**config.mk**
```make
export PLATFORM = sky130hd
export DESIGN_NAME = mem_port_arbiter
export DESIGN_NICKNAME = d
export VERILOG_FILES = /design/src/rtl/mem_port_arbiter.sv
export SDC_FILE = /design/constraint.sdc
export NUM_CORES = 1
export LEC_CHECK = 0
export CAP_MARGIN = 25
export CORE_AREA = 2 2 163 165
export DETAILED_ROUTE_END_ITERATION = 10
export DIE_AREA = 0 0 165 167
export PLACE_DENSITY = 0.41
export SYNTH_ARGS = -nofsm -noshare
export SYNTH_HDL_FRONTEND = slang
export SYNTH_SLANG_ARGS = --single-unit
export TNS_END_PERCENT = 5
```
**constraint.sdc**
```tcl
create_clock -name clk -period 4.8 [get_ports clk]
set_input_delay 0.48 -clock clk [delete_from_list [all_inputs] [get_ports clk]]
set_output_delay 0.48 -clock clk [all_outputs]
set_load 0.01 [all_outputs]
```
**src/rtl/mem_port_arbiter.sv**
```systemverilog
// Single-port BRAM arbiter shared by instruction fetch and the MEM stage.
// Data wins contested cycles until the starvation limit forces an IF grant; a tag pipe routes read returns.
module mem_port_arbiter #(
  parameter int XLEN       = 64,
  parameter int ADDR_W     = 32,
  parameter int RD_LAT     = 2,
  parameter int STARVE_MAX = 3
) (
  input  logic                clk,
  input  logic                rstn,
  input  logic                ifReq,
  input  logic [ADDR_W-1:0]   ifAddr,
  output logic                ifGnt,
  output logic                ifRvalid,
  output logic [31:0]         ifRdata,
  input  logic                dReq,
  input  logic                dWe,
  input  logic [ADDR_W-1:0]   dAddr,
  input  logic [XLEN-1:0]     dWdata,
  input  logic [XLEN/8-1:0]   dBe,
  output logic                dGnt,
  output logic                dRvalid,
  output logic [XLEN-1:0]     dRdata,
  input  logic                flush,
  output logic                memEn,
  output logic                memWe,
  output logic [ADDR_W-1:0]   memAddr,
  output logic [XLEN-1:0]     memWdata,
  output logic [XLEN/8-1:0]   memBe,
  input  logic [XLEN-1:0]     memRdata,
  output logic                ifStall,
  output logic                dStall
);

  localparam logic [3:0] STARVE_LIM = 4'(STARVE_MAX);

  logic [3:0]        starve_cnt;
  logic              if_gnt;
  logic              d_gnt;
  logic [ADDR_W-1:0] addr_sel;
  logic              push_vld;

  logic [RD_LAT-1:0] tag_vld_p;
  logic [RD_LAT-1:0] tag_own_p;
  logic [RD_LAT-1:0] tag_sel_p;

  always_comb begin
    d_gnt  = dReq && (!ifReq || (starve_cnt < STARVE_LIM));
    if_gnt = ifReq && !d_gnt;
  end

  assign ifGnt   = if_gnt;
  assign dGnt    = d_gnt;
  assign ifStall = ifReq & ~if_gnt;
  assign dStall  = dReq & ~d_gnt;

  // Grant stage: drive the memory port from the winner
  assign addr_sel = d_gnt ? dAddr : ifAddr;
  assign memEn    = if_gnt | d_gnt;
  assign memWe    = d_gnt & dWe;
  assign memAddr  = addr_sel & ~ADDR_W'(7);
  assign memWdata = dWdata;
  assign memBe    = (d_gnt && dWe) ? dBe : '1;
  assign push_vld = memEn & ~memWe;

  always_ff @(posedge clk or negedge rstn) begin
    if (!rstn) begin
      starve_cnt <= '0;
    end else if (!ifReq || if_gnt) begin
      starve_cnt <= '0;
    end else if (d_gnt && (starve_cnt != STARVE_LIM)) begin
      starve_cnt <= starve_cnt + 4'd1;
    end
  end

  // Tag pipe stages: flush kills every IF-owned entry moving forward, including the one pushed now
  always_ff @(posedge clk or negedge rstn) begin
    if (!rstn) begin
      tag_vld_p <= '0;
    end else begin
      tag_vld_p[0] <= push_vld & ~(flush & if_gnt);
      for (int i = 1; i < RD_LAT; i++) begin
        tag_vld_p[i] <= tag_vld_p[i-1] & ~(flush & tag_own_p[i-1]);
      end
    end
  end

  always_ff @(posedge clk) begin
    tag_own_p[0] <= if_gnt;
    tag_sel_p[0] <= ifAddr[2];
    for (int i = 1; i < RD_LAT; i++) begin
      tag_own_p[i] <= tag_own_p[i-1];
      tag_sel_p[i] <= tag_sel_p[i-1];
    end
  end

  // Return stage: tail of the tag pipe lines up with memRdata
  assign ifRvalid = tag_vld_p[RD_LAT-1] & tag_own_p[RD_LAT-1];
  assign dRvalid  = tag_vld_p[RD_LAT-1] & ~tag_own_p[RD_LAT-1];
  assign ifRdata  = !ifRvalid ? 32'd0 :
                    (tag_sel_p[RD_LAT-1] ? memRdata[32 +: 32] : memRdata[31:0]);
  assign dRdata   = dRvalid ? memRdata : '0;

endmodule

```
# After elaboration in Yosys (flattened, before gate mapping)
# Cells that the tools add are included.
# totals
reg_bits	10
word_cells	40
inputBits	206
# op_classes
n_reduce_logical	9
n_eq_ne	1
bitwise	17
add_sub_neg	1
order_cmp	1
n_mux	7
# ops
operator	n
2-to-1 mux 32 bit	3
2-to-1 mux 64 bit	1
bitwise AND 1 bit	10
2-to-1 mux 4 bit	2
2-to-1 mux 8 bit	1
inverter 1 bit	6
adder 4 x 1 -> 4 bit, second input constant	1
logical AND 1 bit	4
< comparator 4 x 2 -> 1 bit, second input constant	1
inequality test 4 x 2 -> 1 bit, second input constant	1
logical NOT 1 bit	2
logical OR 1 bit	2
nonzero test 2 bit	1
bitwise OR 1 bit	1

# Logic depth before layout (Yosys ltp)
# depth
word_depth	8
depth_mapped	6
mapped_depth_nobuf	5

# Worst setup path after synthesis
# No wires, ideal clock.
# synth_timing
kind	flip-flop to output port
startpoint	register starve_cnt[0]
endpoint	output memAddr[10]
setup_slack_ns	2.925
stages_incl_launch_ff	6
arrival_ns	1.395
t_required_ns	4.320
cell_sequence	dfrtp_1 -> ha_1 -> o31ai_4 -> nand2_4 -> buf_6 -> mux2_4
# synth_between
elab_chain_cells	4
# synth_lines
item	line	text
start: declaration	37	logic [3:0] starve_cnt;
start signal: assignment	72	starve_cnt <= starve_cnt + 4'd1;
< comparator 4 x 2 -> 1 bit	48	d_gnt = dReq && (!ifReq || (starve_cnt < STARVE_LIM));
logical OR 1 bit	48	
logical AND 1 bit	48	
2-to-1 mux 32 bit	58	assign addr_sel = d_gnt ? dAddr : ifAddr;
end: declaration	27	output logic [ADDR_W-1:0] memAddr,
# Every way passes these cells.

# Final worst setup path
# layout_timing
startpoint	input ifReq
endpoint	output ifGnt
# layout_between
elab_chain_cells	5
# layout_lines
item	line	text
start: declaration	11	input logic ifReq,
logical NOT 1 bit	48	
logical OR 1 bit	48	
logical AND 1 bit	48	
logical NOT 1 bit	49	if_gnt = ifReq && !d_gnt;
logical AND 1 bit *	49	
end: declaration	13	output logic ifGnt,
# Every way passes the cells marked *; elsewhere a longest branch is shown, timed or not.

==> results.md <==
- Die width: roughly 170 microns
- Total global-route track usage: 0.0701
- Pre-CTS setup slack: 1650 ps
- Ratio of cells with drive above 1 in the final layout: 0.0828
- Post-CTS setup buffers: 0
- Vias per Instance: 3.14
- Post-Syn Instances: between 200 and 300
- Clk sink count: 10
- DRC Markers: 0
- Core area: between 20,000 and 30,000 sq um
- DR pass1 iterations: 4
- EDFF count, synth: 0
- Count of state elements after synthesis: 10
- ANT nets after route: 0
- Syn_area_per_cell: approximately 8 sq um
- Peak Freq: about 320 MHz
- N_diodes: 0
- Crit Path Category: in -> out
- Crit end category: output pin
- Maximum clock path buffer count: 2
- CTS tree: done
- P&R area growth vs syn: 120%
- Worst VDD drop: about 0.00012 V
- Final GP Congestion: 0.647
- Setup violators final: 0
- Clock Latency Late Sink: 240 ps
- Count leader, synth: buf_4
- Initial antenna violation count: 0
- Hold crit path type: reg -> reg
- Port-buffer cells: ~280
- CP required: 4320 ps
- Leakage power: between 1.5 and 2 nW
- Total CTS buffers: 3
- DP HPWL: between 8 and 9 mm
- Post-cts resize count: 0
- Register Area: 231 sq um
- Drt initial violations: 45
- Core Rows: roughly 60
- Worst stage delay on the critical path: around 590 ps
- Power Dens Cells: roughly 140 nW/um^2
- Slew of the pin with the lowest slew margin: 733 ps
- Largest net degree at the start of global routing: 35
- Post-layout minimum cycle time: 3100 ps
- Synth Cell Area: 2270 sq um
- Top cells by count, synth: buf_4, and2_1, nor2_1, mux2i_1, mux2_4
- Share of the synthesized area in the top cell type: 0.222
- Post-synth top flop: dfrtp_1
- CP top delay family: buffers and inverters
- Die area: 27,600 sq um
- Starting Density: 0.0880
- Clock skew after layout: 1.41 ps
- Crit-path cells: clkdlybuf4s50_1, o31ai_4, nand2_4, inv_1, nor2_1, clkdlybuf4s50_1
- Register area share after synthesis: 0.101
- CP bufs+invs: 3
- Htree depth: 1
- Period Utilization, post-route: 0.647
- Fin. max-slew vios: 0
- Max Cap Viol: 0
- CP max stage cell: clkdlybuf4s50_1
- Fin area: roughly 5000 sq um
- # hold bufs at CTS: 0
- Headroom to the max-slew limit: 0.510
- Synth unique cells: 23
- Layout filler cell count: 2,890
- Worst-path fanout max: 33
- Cells after DPL: between 800 and 900
- Crit start category: input port
- Unrepaired setup endpoints after global routing: no
- Net count, final: roughly 700
- Clock Tree Root: clkbuf_16
- Clk pin slew, worst setup/hold paths: about 40 ps
- CP arrival: 2620 ps
- Post-Route WL: ~10 mm
- Ports: 414
- TNS Setup: 0 ps
- Biggest area consumer among synthesized cells: buf_4
- Wire length per cell: around 13 microns
- Final setup margin: 1700 ps
- Vias in the first global route: roughly 2.7k
- Multi-input logic area: around 1400 sq um
- Number of synthesis warnings: 0
- Vias: about 2.6k
- Total gr overflow: 0
- Final hold vios: 0
- Placed cell areas: 4910 sq um
- Main area contributors after synthesis: buf_4, and2_1, mux2_4, mux2i_1, dfrtp_1
- CP dominant cell by count: clkdlybuf4s50_1
- PnR Total Power: 0.679 mW
- Global-route wire length before repair: 14.8 mm
- DIE HEIGHT: 167 microns
- Asr flop ratio synth: 0.600
- Count of non-filler cells in the finished layout: ~820
- Outcome: complete, no violations
==> power breakdown <==
part	switching (mW)	leakage (nW)	internal [mW]
sequential	0.00620	0.109	0.0894
clock	0.0381	0.0442	0.125
combinational	0.147	1.83	0.273
total	0.191	1.98	0.488
==> layer usage <==
layer  GRT usage  routed length, microns
met5           0                       0
met3      0.0329                    1560
met2       0.126                    4960
met4      0.0212                     178
met1      0.0717                    3750
==> worst reg2reg max path, cell delays in order (launching register included) <==
cell and delay (ps):
dfrtp_1 380, ha_1 230, o31ai_4 280, nand2_4 390, inv_1 260, and3_1 170
==> stage by stage <==
step / util / hold WS, ps
floorplan: - / 184
global placement: 0.191 / 310
detailed placement: 0.191 / 313
CTS: 0.194 / 323
global route: 0.194 / 334
finish: 0.194 / 323
==> cell usage in the layout, fill, tap and decap left out, types with 2 or more instances in the layout <==
cell	instances
mux2i_1	32
conb_1	5
and3_1	2
nor2_1	35
nand2b_1	9
clkbuf_16	3
mux2_2	3
buf_4	3
inv_1	4
mux2_4	26
nand2_1	2
dfxtp_1	3
clkdlybuf4s50_1	277
and2_1	64
dfrtp_1	6
==> state kept, by name (all words and copies together) (netlist names) <==
signal      flops
starve_cnt      4
tag_own_p       2
tag_sel_p       2
tag_vld_p       2
==> layout make-up <==
type / count / area share
clock buffer: 4 / 0.0178
inverter: 4 / 0.00300
multi-input combinational: 185 / 0.290
sequential: 10 / 0.0463
tap: 335 / 0.0839
timing repair buffer: 280 / 0.559
==> kinds of logic (layout without fill, tap and decap cells) <==
group,Yosys count,in the layout,share of synthesized area
flip-flops,10,10,0.101
buffers and inverters,89,288,0.270
adder cells (fa/ha/maj),1,1,0.00551
AND/OR/NAND/NOR,115,115,0.278
AO/OA/AOI/OAI,3,3,0.0149
multiplexers,61,61,0.328
other,1,5,0.00165
==> worst paths after layout <==
| path | start | to | slack [ps] | depth (start not counted) |
|---|---|---|---|---|
| setup reg to reg | starve_cnt[0] | starve_cnt[1] | 3030 | 5 |
| min in group asynchronous | rstn | starve_cnt[2] | 490 | 1 |
| hold reg to reg | tag_sel_p[0] | tag_sel_p[1] | 320 | 0 |
| hold / removal | tag_sel_p[0] | tag_sel_p[1] | 320 | 0 |
| setup / recovery | ifReq | ifGnt | 1700 | 6 |
| max in group asynchronous | rstn | tag_vld_p[1] | 4080 | 1 |
Power figures use the tool's default switching activity.
